`config.mk`:
```
export PLATFORM = sky130hd
export DESIGN_NAME = svc_stream_serializer_flat
export DESIGN_NICKNAME = d
export VERILOG_FILES = /design/src/rtl/svc_stream_serializer_if.sv /design/src/rtl/svc_stream_serializer.sv /design/src/flat_wrapper.sv
export SDC_FILE = /design/constraint.sdc
export NUM_CORES = 1
export LEC_CHECK = 0
export BUFFER_PORTS_ARGS = -buffer_cell sky130_fd_sc_hd__clkbuf_2
export CAP_MARGIN = 20
export CORE_MARGIN = 2
export CORE_UTILIZATION = 52
export DETAILED_ROUTE_END_ITERATION = 12
export GPL_TIMING_DRIVEN = 0
export PLACE_DENSITY = 0.9
export SLEW_MARGIN = 20
export SYNTH_ARGS = -nofsm -noshare
export SYNTH_HDL_FRONTEND = slang
export SYNTH_SLANG_ARGS = --single-unit
```
`constraint.sdc`:
```
create_clock -name clk -period 1.9 [get_ports clk]
set_input_delay 0.38 -clock clk [delete_from_list [all_inputs] [get_ports clk]]
set_output_delay 0.38 -clock clk [all_outputs]
set_load 0.02 [all_outputs]
```
`src/rtl/svc_stream_serializer_if.sv`:
```
// Wide-word in / narrow-beat out stream bundle for svc_stream_serializer.
// slave modport is the serializer side; master is the driver/monitor side.
interface svc_stream_serializer_if #(
  parameter int DATA_WIDTH = 8,
  parameter int NUM_BEATS  = 4
);
  logic                             i_valid;
  logic                             o_ready;
  logic [DATA_WIDTH*NUM_BEATS-1:0]  i_data;
  logic                             o_valid;
  logic                             i_ready;
  logic [DATA_WIDTH-1:0]            o_data;
  logic                             o_last;

  modport slave (
    input  i_valid, i_data, i_ready,
    output o_ready, o_valid, o_data, o_last
  );

  modport master (
    output i_valid, i_data, i_ready,
    input  o_ready, o_valid, o_data, o_last
  );
endinterface

```
`src/rtl/svc_stream_serializer.sv`:
```
// Splits each DATA_WIDTH*NUM_BEATS word into NUM_BEATS beats; first beat one cycle after accept.
// Holds beat while i_ready low; takes a new word only when idle or on last-beat transfer. SVC_STREAM_SERIALIZER_MSB_FIRST_EN: MSB beat first.
module svc_stream_serializer #(
  parameter int DATA_WIDTH = 8,
  parameter int NUM_BEATS  = 4
) (
  input  logic                     clk,
  input  logic                     rst,
  svc_stream_serializer_if.slave   bus
);
  localparam int            CW   = (NUM_BEATS > 1) ? $clog2(NUM_BEATS) : 1;
  localparam logic [CW-1:0] LAST = CW'(NUM_BEATS - 1);

  typedef enum logic {
    EMPTY = 1'b0,
    SEND  = 1'b1
  } state_t;

  state_t                          state_q, state_d;
  logic [CW-1:0]                   cnt_q, cnt_d;
  logic [DATA_WIDTH*NUM_BEATS-1:0] hold_q, hold_d;
  logic [CW-1:0]                   beat_sel;
  logic [DATA_WIDTH-1:0]           data_mux;
  logic                            valid_w;
  logic                            last_w;
  logic                            ready_w;
  logic                            accept;

  always_ff @(posedge clk or posedge rst) begin
    if (rst) begin
      state_q <= EMPTY;
      cnt_q   <= '0;
      hold_q  <= '0;
    end else begin
      state_q <= state_d;
      cnt_q   <= cnt_d;
      hold_q  <= hold_d;
    end
  end

  always_comb begin
    state_d = state_q;
    cnt_d   = cnt_q;
    hold_d  = hold_q;
    valid_w = (state_q == SEND);
    last_w  = (state_q == SEND) && (cnt_q == LAST);
    ready_w = (state_q == EMPTY) || (last_w && bus.i_ready);
    accept  = bus.i_valid && ready_w;

    // A load on the last-beat edge overrides the return to EMPTY, so no bubble.
    if (accept) begin
      hold_d  = bus.i_data;
      cnt_d   = '0;
      state_d = SEND;
    end else if (valid_w && bus.i_ready) begin
      if (last_w) begin
        state_d = EMPTY;
      end else begin
        cnt_d = cnt_q + 1'b1;
      end
    end
  end

`ifdef SVC_STREAM_SERIALIZER_MSB_FIRST_EN
  assign beat_sel = LAST - cnt_q;
`else
  assign beat_sel = cnt_q;
`endif

  always_comb begin
    data_mux = '0;
    for (int b = 0; b < NUM_BEATS; b++) begin
      if (beat_sel == CW'(b)) begin
        data_mux = hold_q[b*DATA_WIDTH +: DATA_WIDTH];
      end
    end
  end

  assign bus.o_valid = valid_w;
  assign bus.o_last  = last_w;
  assign bus.o_ready = ready_w;
  assign bus.o_data  = data_mux;

endmodule

```
`src/flat_wrapper.sv`:
```
// flat-port wrapper written by rule: the top's interface ports become plain ports
module svc_stream_serializer_flat 
#(
  parameter int DATA_WIDTH = 8,
  parameter int NUM_BEATS  = 4
)
  (clk, rst, bus_i_valid, bus_i_data, bus_i_ready, bus_o_ready, bus_o_valid, bus_o_data, bus_o_last);
  svc_stream_serializer_if #(.DATA_WIDTH(DATA_WIDTH), .NUM_BEATS(NUM_BEATS)) bus_i ();
  input  logic clk;
  input  logic rst;
  input wire logic [$bits(bus_i.i_valid)-1:0] bus_i_valid;
  input wire logic [$bits(bus_i.i_data)-1:0] bus_i_data;
  input wire logic [$bits(bus_i.i_ready)-1:0] bus_i_ready;
  output wire logic [$bits(bus_i.o_ready)-1:0] bus_o_ready;
  output wire logic [$bits(bus_i.o_valid)-1:0] bus_o_valid;
  output wire logic [$bits(bus_i.o_data)-1:0] bus_o_data;
  output wire logic [$bits(bus_i.o_last)-1:0] bus_o_last;
  assign bus_i.i_valid = bus_i_valid;
  assign bus_i.i_data = bus_i_data;
  assign bus_i.i_ready = bus_i_ready;
  assign bus_o_ready = bus_i.o_ready;
  assign bus_o_valid = bus_i.o_valid;
  assign bus_o_data = bus_i.o_data;
  assign bus_o_last = bus_i.o_last;
  svc_stream_serializer #(.DATA_WIDTH(DATA_WIDTH), .NUM_BEATS(NUM_BEATS)) u_core (.clk(clk), .rst(rst), .bus(bus_i));
endmodule
```
==> impl_metrics.tcl, run 1 <==
set metrics [dict create \
    cts_made_buffers 5 \
    synth.avg_cell_area_um2 13.2 \
    rsz0062_at_grt "true" \
    path_clk_slew_ps 110 \
    timing.hold.ws_ps 133 \
    setup_viol 9 \
    irDropWorstVdd_mv 0.803 \
    finClkSkew_ps 8.32 \
    num_rows 21 \
    yosys.area_share.simple_pct 8.77 \
    drt_iter0_markers 111 \
    grt_usage_pct 23.0 \
    wl_met3_um 213 \
    die-area_um2 4060 \
    required_ps 1520 \
    grt_pass1_wl_um 7030 \
    cp_max_fo 9 \
    drc 0 \
    drive_gt1_share_pct 56.1 \
    die_h_um 63.7 \
    relSlewSlack_pct 51.8 \
    synth_compound_gate_area_share_pct 8.64 \
    postRouteAntennaNets 0 \
    wl_um 4120 \
    path_class "reg -> out" \
    dr_wl_met2_um 2160 \
    initial_core_util_pct 54.7 \
    ys_seq_area_share_pct 47.2 \
    fill_cells 232 \
    multiInputGateArea_um2 898 \
    tns_ps -2160 \
    ios 47 \
    place.gp.congestion 0.757 \
    port_buffers 46 \
    cp-start-kind "register" \
    top_layer_used "met4" \
    endpoint_kind "primary output" \
    wl_met1_um 1710 \
    synth_top_family_by_area "multiplexers" \
    hold_viol_final 0 \
    yosys_warnings 0 \
    hp-class "in -> async" \
    via_count 1336 \
    setup_ws_ps -281 \
    coreArea_um2 3390 \
    synth_cell_types 24 \
    leakage_nw 1.27 \
    clk_latency_ps 330 \
    diodes 0 \
    max-cap-violations 0 \
    syn_area_um2 1850 \
    overflow 0 \
    syn_nets 181 \
    syn_inst 141 \
    failed_checks "setup timing" \
    synth_fa_ha_area_share_pct 2.70 \
    area_growth_pct 30.1 \
    timing.final.crit_share_pct 115 \
    grt_pass1_vias 1437 \
    synth_xor_area_share_pct 0 \
    grt_max_degree 36 \
    worst_pin_slew_ps 722 \
    synthMuxAreaShare_pct 25.5 \
    r2r_cells 8 \
    cts_root_buffer "clkbuf_4" \
    fp.dieW_um 63.7 \
    clock_path_buffers 2 \
    p_per_area_nw_per_um2 1760 \
    avgRoutedWirePerCell_um 16.4 \
    fmax_mhz 458 \
    area.sequential_um2 876 \
    final_nets 244 \
    cts_tree "yes" \
    ys_seq_elements 35 \
    firstDrtPassIters 4 \
    antenna_found_initial 0 \
    fin_util_pct 71.2 \
    cts_num_sinks 35 \
    crit_arrival_ps 1800 \
    finalMaxSlewViolations 0 \
    period_needed_ps 2180 \
    drt-vias-per-instance 5.32 \
    cts_max_level 2 \
    cts_hold_buf 0 \
    dpl.hpwl_um 2830 \
    status "finished, violations left" \
]
## flip-flops by register name, summed over array words and instances (netlist names)
name / flops
u_core.hold_q: 32
u_core.beat_sel: 2
u_core.bus.o_valid: 1
## final cells by class
class	count	area share, %
plain buffers	6	4.15
clock inverters	1	0.207
flip-flops and latches	35	36.3
repair buffers	58	15.8
clock buffers	7	1.87
inverters	12	2.02
multi-input cells	86	37.2
well taps	46	2.39
## kinds of logic (layout without fill, tap and decap cells)
family                   Yosys count  after routing
AO/OA/AOI/OAI                     20             20
flip-flops                        35             35
AND/OR/NAND/NOR                   30             30
multiplexers                      32             32
adder cells (fa/ha/maj)            4              4
buffers and inverters             20             84
## report_power, final
part           total (W)  switching [W]  internal [W]
registers        0.00136       0.000244       0.00111
clock network   0.000395       0.000250      0.000144
logic            0.00249        0.00107       0.00142
total            0.00424        0.00157       0.00267
## path summary, 6_finish.rpt
path	endpoint	slack [ps]	from
worst max-delay path	bus_o_data[0]	-280	u_core.beat_sel[1]$_DFFE_PP0P_
worst min-delay path	u_core.bus.o_valid$_DFFE_PP0P_	130	rst
worst max register to register	u_core.beat_sel[1]$_DFFE_PP0P_	150	u_core.beat_sel[1]$_DFFE_PP0P_
worst min register to register	u_core.hold_q[30]$_DFFE_PP0P_	520	u_core.hold_q[30]$_DFFE_PP0P_
max in group asynchronous	u_core.hold_q[16]$_DFFE_PP0P_	1300	rst
min in group clk	u_core.hold_q[14]$_DFFE_PP0P_	270	bus_i_data[14]
## synthesized netlist by cell type, drive strengths merged
| library cell | n | area (µm²) |
|---|---|---|
| mux2 | 32 | 473 |
| nand3b | 8 | 60.1 |
| a21o | 1 | 7.51 |
| a31oi | 8 | 50.1 |
| nand2 | 9 | 41.3 |
| ha | 4 | 50.1 |
| a22o | 8 | 70.1 |
| and2 | 1 | 6.26 |
| and3 | 1 | 7.51 |
| clkbuf | 1 | 3.75 |
| inv | 12 | 45.0 |
| o22ai | 1 | 6.26 |
| nor2 | 9 | 33.8 |
| dfrtp | 35 | 876 |
| buf | 7 | 83.8 |
| or2b | 1 | 7.51 |
| a32o | 1 | 10.0 |
| a21bo | 1 | 16.3 |
| nor2b | 1 | 6.26 |
## stage by stage
step	cells	cell area [µm²]	power, W	worst slack, ps
CTS	250	2390	0.00414	-257
finish	251	2410	0.00424	-281
global route	251	2410	0.00449	-412
detailed placement	233	2140	0.00334	-212
floorplan	141	1850	0.00282	20.0
global placement	233	2140	0.00327	-219
## worst max-delay path, cell delays in order, from the launching register on
cell and delay, ps:
dfrtp_1 420, buf_4 150, buf_4 140, ha_4 200
a22o_1 200, a31oi_1 180, buf_4 170
## layout by cell type (no fill, tap or decap), drive strengths merged, types with 4 or more instances in the layout
| cell | Yosys | layout |
|---|---|---|
| clkbuf | 1 | 45 |
| dfrtp | 35 | 35 |
| mux2 | 32 | 32 |
| buf | 7 | 26 |
| inv | 12 | 11 |
| nand2 | 9 | 9 |
| nor2 | 9 | 9 |
| nand3b | 8 | 8 |
| a22o | 8 | 8 |
| a31oi | 8 | 8 |
| ha | 4 | 4 |
## what timing repair did
item                       CTS  global route
setup endpoints to repair    9             9
setup buffers               10             1
pin swaps                    8             1
cloned                       1             0
resized for setup           30            12
## layer usage
metal  vias to the layer above  global-route usage, %
met2                        48                   39.5
li1                        614                      -
met1                       666                   28.8
met4                         0                   7.34
met5                         -                      0
met3                         8                   4.82
No activity file was read; power rests on OpenSTA's default activity.
==> inputs of run 2 (changes only) <==
--- a/config.mk
+++ b/config.mk
@@ -9,8 +9,10 @@
 export CAP_MARGIN = 20
 export CORE_MARGIN = 2
 export CORE_UTILIZATION = 52
+export CTS_CLUSTER_SIZE = 30
 export DETAILED_ROUTE_END_ITERATION = 12
 export GPL_TIMING_DRIVEN = 0
+export HOLD_SLACK_MARGIN = 0.05
 export PLACE_DENSITY = 0.9
 export SLEW_MARGIN = 20
 export SYNTH_ARGS = -nofsm -noshare
==> constraint.sdc (replaced) <==
create_clock -name clk -period 1.9 [get_ports clk]
set_input_delay 0.38 -clock clk [delete_from_list [all_inputs] [get_ports clk]]
set_output_delay 0.38 -clock clk [all_outputs]
set_load 0.1 [all_outputs]
==> impl_metrics.tcl, run 2 (same netlist as run 1, synthesis figures left out) <==
set metrics [dict create \
    antenna_found_initial 0 \
    dr_wl_met2_um 2330 \
    relSlewSlack_pct 50.6 \
    overflow 0 \
    cts_root_buffer "clkbuf_4" \
    cts_max_level 2 \
    dp.cells 233 \
    postRouteAntennaNets 0 \
    port_buffers 46 \
    r2r-start "u_core.beat_sel[0]$_DFFE_PP0P_" \
    diodes 0 \
    cts_tree "yes" \
    drt-vias-per-instance 5.35 \
    avgRoutedWirePerCell_um 18.5 \
    tns_ps -3100 \
    clk_latency_ps 340 \
    dpl.hpwl_um 2750 \
    fp.dieW_um 63.7 \
    num_rows 21 \
    grt_max_degree 36 \
    wl_met1_um 1970 \
    period_needed_ps 2300 \
    grt_usage_pct 23.5 \
    grt_pass1_wl_um 7130 \
    mostFrequentLayoutCell "clkbuf_2" \
    firstDrtPassIters 4 \
    clock_path_buffers 2 \
    r2r_slack_ps 40 \
    initial_core_util_pct 54.7 \
    crit_arrival_ps 1920 \
    hp-class "in -> async" \
    setup_ws_ps -404 \
    max-cap-violations 0 \
    finalMaxSlewViolations 0 \
    endpoint_kind "primary output" \
    fill_cells 183 \
    cts_made_buffers 5 \
    fmax_mhz 434 \
    drc 0 \
    status "finished, violations left" \
    wl_um 4610 \
    timing.final.crit_share_pct 121 \
    area_growth_pct 46.5 \
    path_class "reg -> out" \
    wl_met3_um 217 \
    top_layer_used "met4" \
    path_clk_slew_ps 110 \
    worst_pin_slew_ps 739 \
    final_nets 242 \
    via_count 1333 \
    crit_path_start "u_core.beat_sel[0]$_DFFE_PP0P_" \
    grt_pass1_vias 1419 \
    cts_hold_buf 0 \
    required_ps 1520 \
    mostFrequentLayoutCells "clkbuf_2, dfrtp_1, mux2_4, clkbuf_16, inv_1" \
    coreArea_um2 3390 \
    fin_cells 249 \
    cts_num_sinks 35 \
    ios 47 \
    cp_max_fo 5 \
    rsz0062_at_grt "true" \
    r2r_cells 7 \
    drive_gt1_share_pct 62.1 \
    hold_viol_final 0 \
    die_h_um 63.7 \
    place.gp.congestion 0.834 \
    die-area_um2 4060 \
    failed_checks "setup timing" \
    drt_iter0_markers 83 \
    cp-start-kind "register" \
    max_flop_register "u_core.hold_q" \
    finClkSkew_ps 9.84 \
    largest_reg_flops 32 \
    place_ws_ps -332 \
    r2r-end "u_core.hold_q[30]$_DFFE_PP0P_" \
    setup_viol 9 \
]
run 2: cell types whose count changed in the layout (fill, tap and decap cells not counted), sizes merged:
cell      change
clkbuf       +10
clkinvlp      -1
inv           +1
buf          -12
run 2: per-layer routing:
layer / up-vias / global-route usage (%)
met3: 10 / 5.71
met2: 51 / 39.1
met5: - / 0
met1: 664 / 29.7
met4: 0 / 8.70
li1: 608 / -
run 2: critical path, stage by stage (launching register included):
cell and delay, ps:
dfrtp_2 470, ha_4 180, buf_6 130, buf_8 130, a22o_4 270, a31oi_4 180, clkbuf_16 230
run 2: timing repair:
item,in CTS,in global routing
pin swaps,4,6
cloned,0,2
resized for setup,33,16
setup endpoints to repair,10,11
buffers inserted,6,1
endpoints found under the hold margin,0,0
run 2: worst max-delay path by stage:
| stage | slack [ps] | endpoint | cells after the start |
|---|---|---|---|
| after floorplan | -150 | bus_o_data[0] | 5 |
| after global routing | -450 | bus_o_data[1] | 5 |
| after detailed placement | -330 | bus_o_data[4] | 6 |
| final | -400 | bus_o_data[1] | 6 |
| after CTS | -380 | bus_o_data[4] | 6 |
| after global placement | -310 | bus_o_data[6] | 6 |
run 2: final cells by class:
class | instances | area [µm²] | share of cell area [%]
Multi-Input combinational cell | 86 | 1040 | 38.3
Sequential cell | 35 | 880 | 32.4
Timing Repair Buffer | 55 | 538 | 19.8
Buffer | 7 | 105 | 3.87
Tap cell | 46 | 57.6 | 2.12
Clock buffer | 7 | 45.0 | 1.66
Inverter | 12 | 45.0 | 1.66
Clock inverter | 1 | 5.00 | 0.184
run 2: stage by stage:
step	area (µm²)	hold slack [ps]	util [%]
6_report	2720	139	80.1
5_1_grt	2720	194	80.1
4_1_cts	2620	153	77.2
3_5_place_dp	2280	498	67.4
3_3_place_gp	2280	492	67.4
2_1_floorplan	2000	479	-
Power of run 2 is not shown: default switching activity piles up to over one toggle a cycle in this logic, so the estimate is an artifact.
==> inputs of run 3 (changes only) <==
--- a/config.mk
+++ b/config.mk
@@ -7,13 +7,15 @@
 export LEC_CHECK = 0
 export BUFFER_PORTS_ARGS = -buffer_cell sky130_fd_sc_hd__clkbuf_2
 export CAP_MARGIN = 20
+export CELL_PAD_IN_SITES_DETAIL_PLACEMENT = 1
+export CELL_PAD_IN_SITES_GLOBAL_PLACEMENT = 1
 export CORE_MARGIN = 2
-export CORE_UTILIZATION = 52
+export CORE_UTILIZATION = 42
 export CTS_CLUSTER_SIZE = 30
 export DETAILED_ROUTE_END_ITERATION = 12
 export GPL_TIMING_DRIVEN = 0
 export HOLD_SLACK_MARGIN = 0.05
-export PLACE_DENSITY = 0.9
+export PLACE_DENSITY = 0.91
 export SLEW_MARGIN = 20
 export SYNTH_ARGS = -nofsm -noshare
 export SYNTH_HDL_FRONTEND = slang
==> impl_metrics.tcl, run 3 (same netlist as run 1, synthesis figures left out) <==
set metrics [dict create \
    status "finished, violations left" \
    failed_checks "setup timing" \
    grt.busiest_layer "met2" \
    cts_made_buffers 5 \
    postRouteAntennaNets 0 \
    largest_reg_flops 32 \
    timing.final.crit_share_pct 122 \
    fp.dieW_um 70.4 \
    grt_use_met3_pct 6.35 \
    mostFrequentLayoutCells "clkbuf_2, dfrtp_1, mux2_4, inv_1, clkbuf_16" \
    r2r-end "u_core.hold_q[2]$_DFFE_PP0P_" \
    num_rows 24 \
    max-cap-violations 0 \
    grt_pass1_wl_um 8790 \
    crit_arrival_ps 1950 \
    fmax_mhz 430 \
    cts_num_sinks 35 \
    grt_util_met1_pct 29.8 \
    path_class "reg -> out" \
    setup.worst_path.end "bus_o_data[4]" \
    crit_path_start "u_core.beat_sel[0]$_DFFE_PP0P_" \
    rsz0062_at_grt "true" \
    place_ws_ps -377 \
    drc 0 \
    coreArea_um2 4290 \
    initial_core_util_pct 43.2 \
    firstDrtPassIters 4 \
    cp_max_fo 8 \
    diodes 0 \
    drive_gt1_share_pct 62.5 \
    r2r-start "u_core.beat_sel[0]$_DFFE_PP0P_" \
    wl_um 6410 \
    ios 47 \
    fill_cells 392 \
    hp-class "in -> async" \
    period_needed_ps 2330 \
    via_count 1395 \
    cts_max_level 2 \
    grt_usage_pct 24.3 \
    die-area_um2 4960 \
    mostFrequentLayoutCell "clkbuf_2" \
    die_h_um 70.4 \
    setup_ws_ps -427 \
    clk_latency_ps 310 \
    place.gp.congestion 0.726 \
    required_ps 1520 \
    cts_tree "yes" \
    port_buffers 46 \
    final_nets 239 \
    r2r_cells 7 \
    path_clk_slew_ps 90 \
    cp-start-kind "register" \
    antenna_found_initial 0 \
    drt_iter0_markers 86 \
    area_growth_pct 48.7 \
    drt-vias-per-instance 5.54 \
    avgRoutedWirePerCell_um 25.4 \
    setup_viol 10 \
    grt_max_degree 36 \
    dpl.hpwl_um 3400 \
    hold_viol_final 0 \
    endpoint_kind "primary output" \
    clock_path_buffers 2 \
    relSlewSlack_pct 51.0 \
    grt_pass1_vias 1523 \
    cts_root_buffer "clkbuf_8" \
    r2r_slack_ps 20 \
    finalMaxSlewViolations 0 \
    grt_use_met2_pct 41.5 \
    finClkSkew_ps 18.5 \
    overflow 0 \
    worst_pin_slew_ps 734 \
    max_flop_register "u_core.hold_q" \
]
## run 3: changes by cell type in the layout (fill, tap and decap cells not counted), moves of 2 or more
cell and delta:
clkbuf_1 -2, clkbuf_16 -2, clkbuf_4 -6, clkbuf_8 +6
nor2_1 -3, nor2_2 +3
## run 3: layout make-up
cell class / count / area [µm²] / area share (%)
repair buffers: 52 / 510 / 18.5
plain buffers: 7 / 105 / 3.81
clock inverters: 2 / 35.0 / 1.27
inverters: 12 / 45.0 / 1.63
multi-input cells: 86 / 1040 / 37.6
flip-flops and latches: 35 / 878 / 31.9
clock buffers: 6 / 82.6 / 2.99
well taps: 52 / 65.1 / 2.36
## run 3: worst min path at each step
stage	startpoint	end	slack, ps
2_1_floorplan	u_core.hold_q[14]$_DFFE_PP0P_	u_core.hold_q[14]$_DFFE_PP0P_	480
3_3_place_gp	u_core.hold_q[15]$_DFFE_PP0P_	u_core.hold_q[15]$_DFFE_PP0P_	490
3_5_place_dp	u_core.hold_q[23]$_DFFE_PP0P_	u_core.hold_q[23]$_DFFE_PP0P_	490
4_1_cts	rst	u_core.hold_q[17]$_DFFE_PP0P_	210
5_1_grt	rst	u_core.hold_q[26]$_DFFE_PP0P_	240
6_report	rst	u_core.hold_q[26]$_DFFE_PP0P_	180
## run 3: critical path, cell delays in order (launching register included)
cell,delay [ps]
dfrtp_2,430
ha_2,210
buf_6,140
buf_8,140
nor2_1,60
a22o_1,230
a31oi_4,200
clkbuf_16,230
## run 3: repair_timing
item | in CTS | in global routing
hold buffers | 0 | 0
endpoints found under the setup margin | 10 | 10
gates cloned | 1 | 0
setup buffers | 4 | 2
gates resized for setup | 42 | 9
pin swaps | 8 | 4
## run 3: routing by layer
metal  vias up  part of all wire [%]  wire length (µm)
li1        601                     -                 -
met1       726                    42              2700
met2        52                    51              3290
met3        16                   3.9               250
met4         0                   2.6               167
met5         -                     0                 0
## run 3: metrics by stage
stage | hold slack (ps) | TNS (ps) | util, % | instance area (µm²) | std cells
floorplan | 479 | -1230 | - | 2000 | 141
global placement | 491 | -2600 | 53.4 | 2290 | 239
detailed placement | 495 | -2890 | 53.4 | 2290 | 239
CTS | 210 | -2710 | 63.2 | 2710 | 250
global route | 243 | -4060 | 64.2 | 2760 | 252
finish | 179 | -3230 | 64.2 | 2760 | 252
Power of run 3 is left out for the same reason.
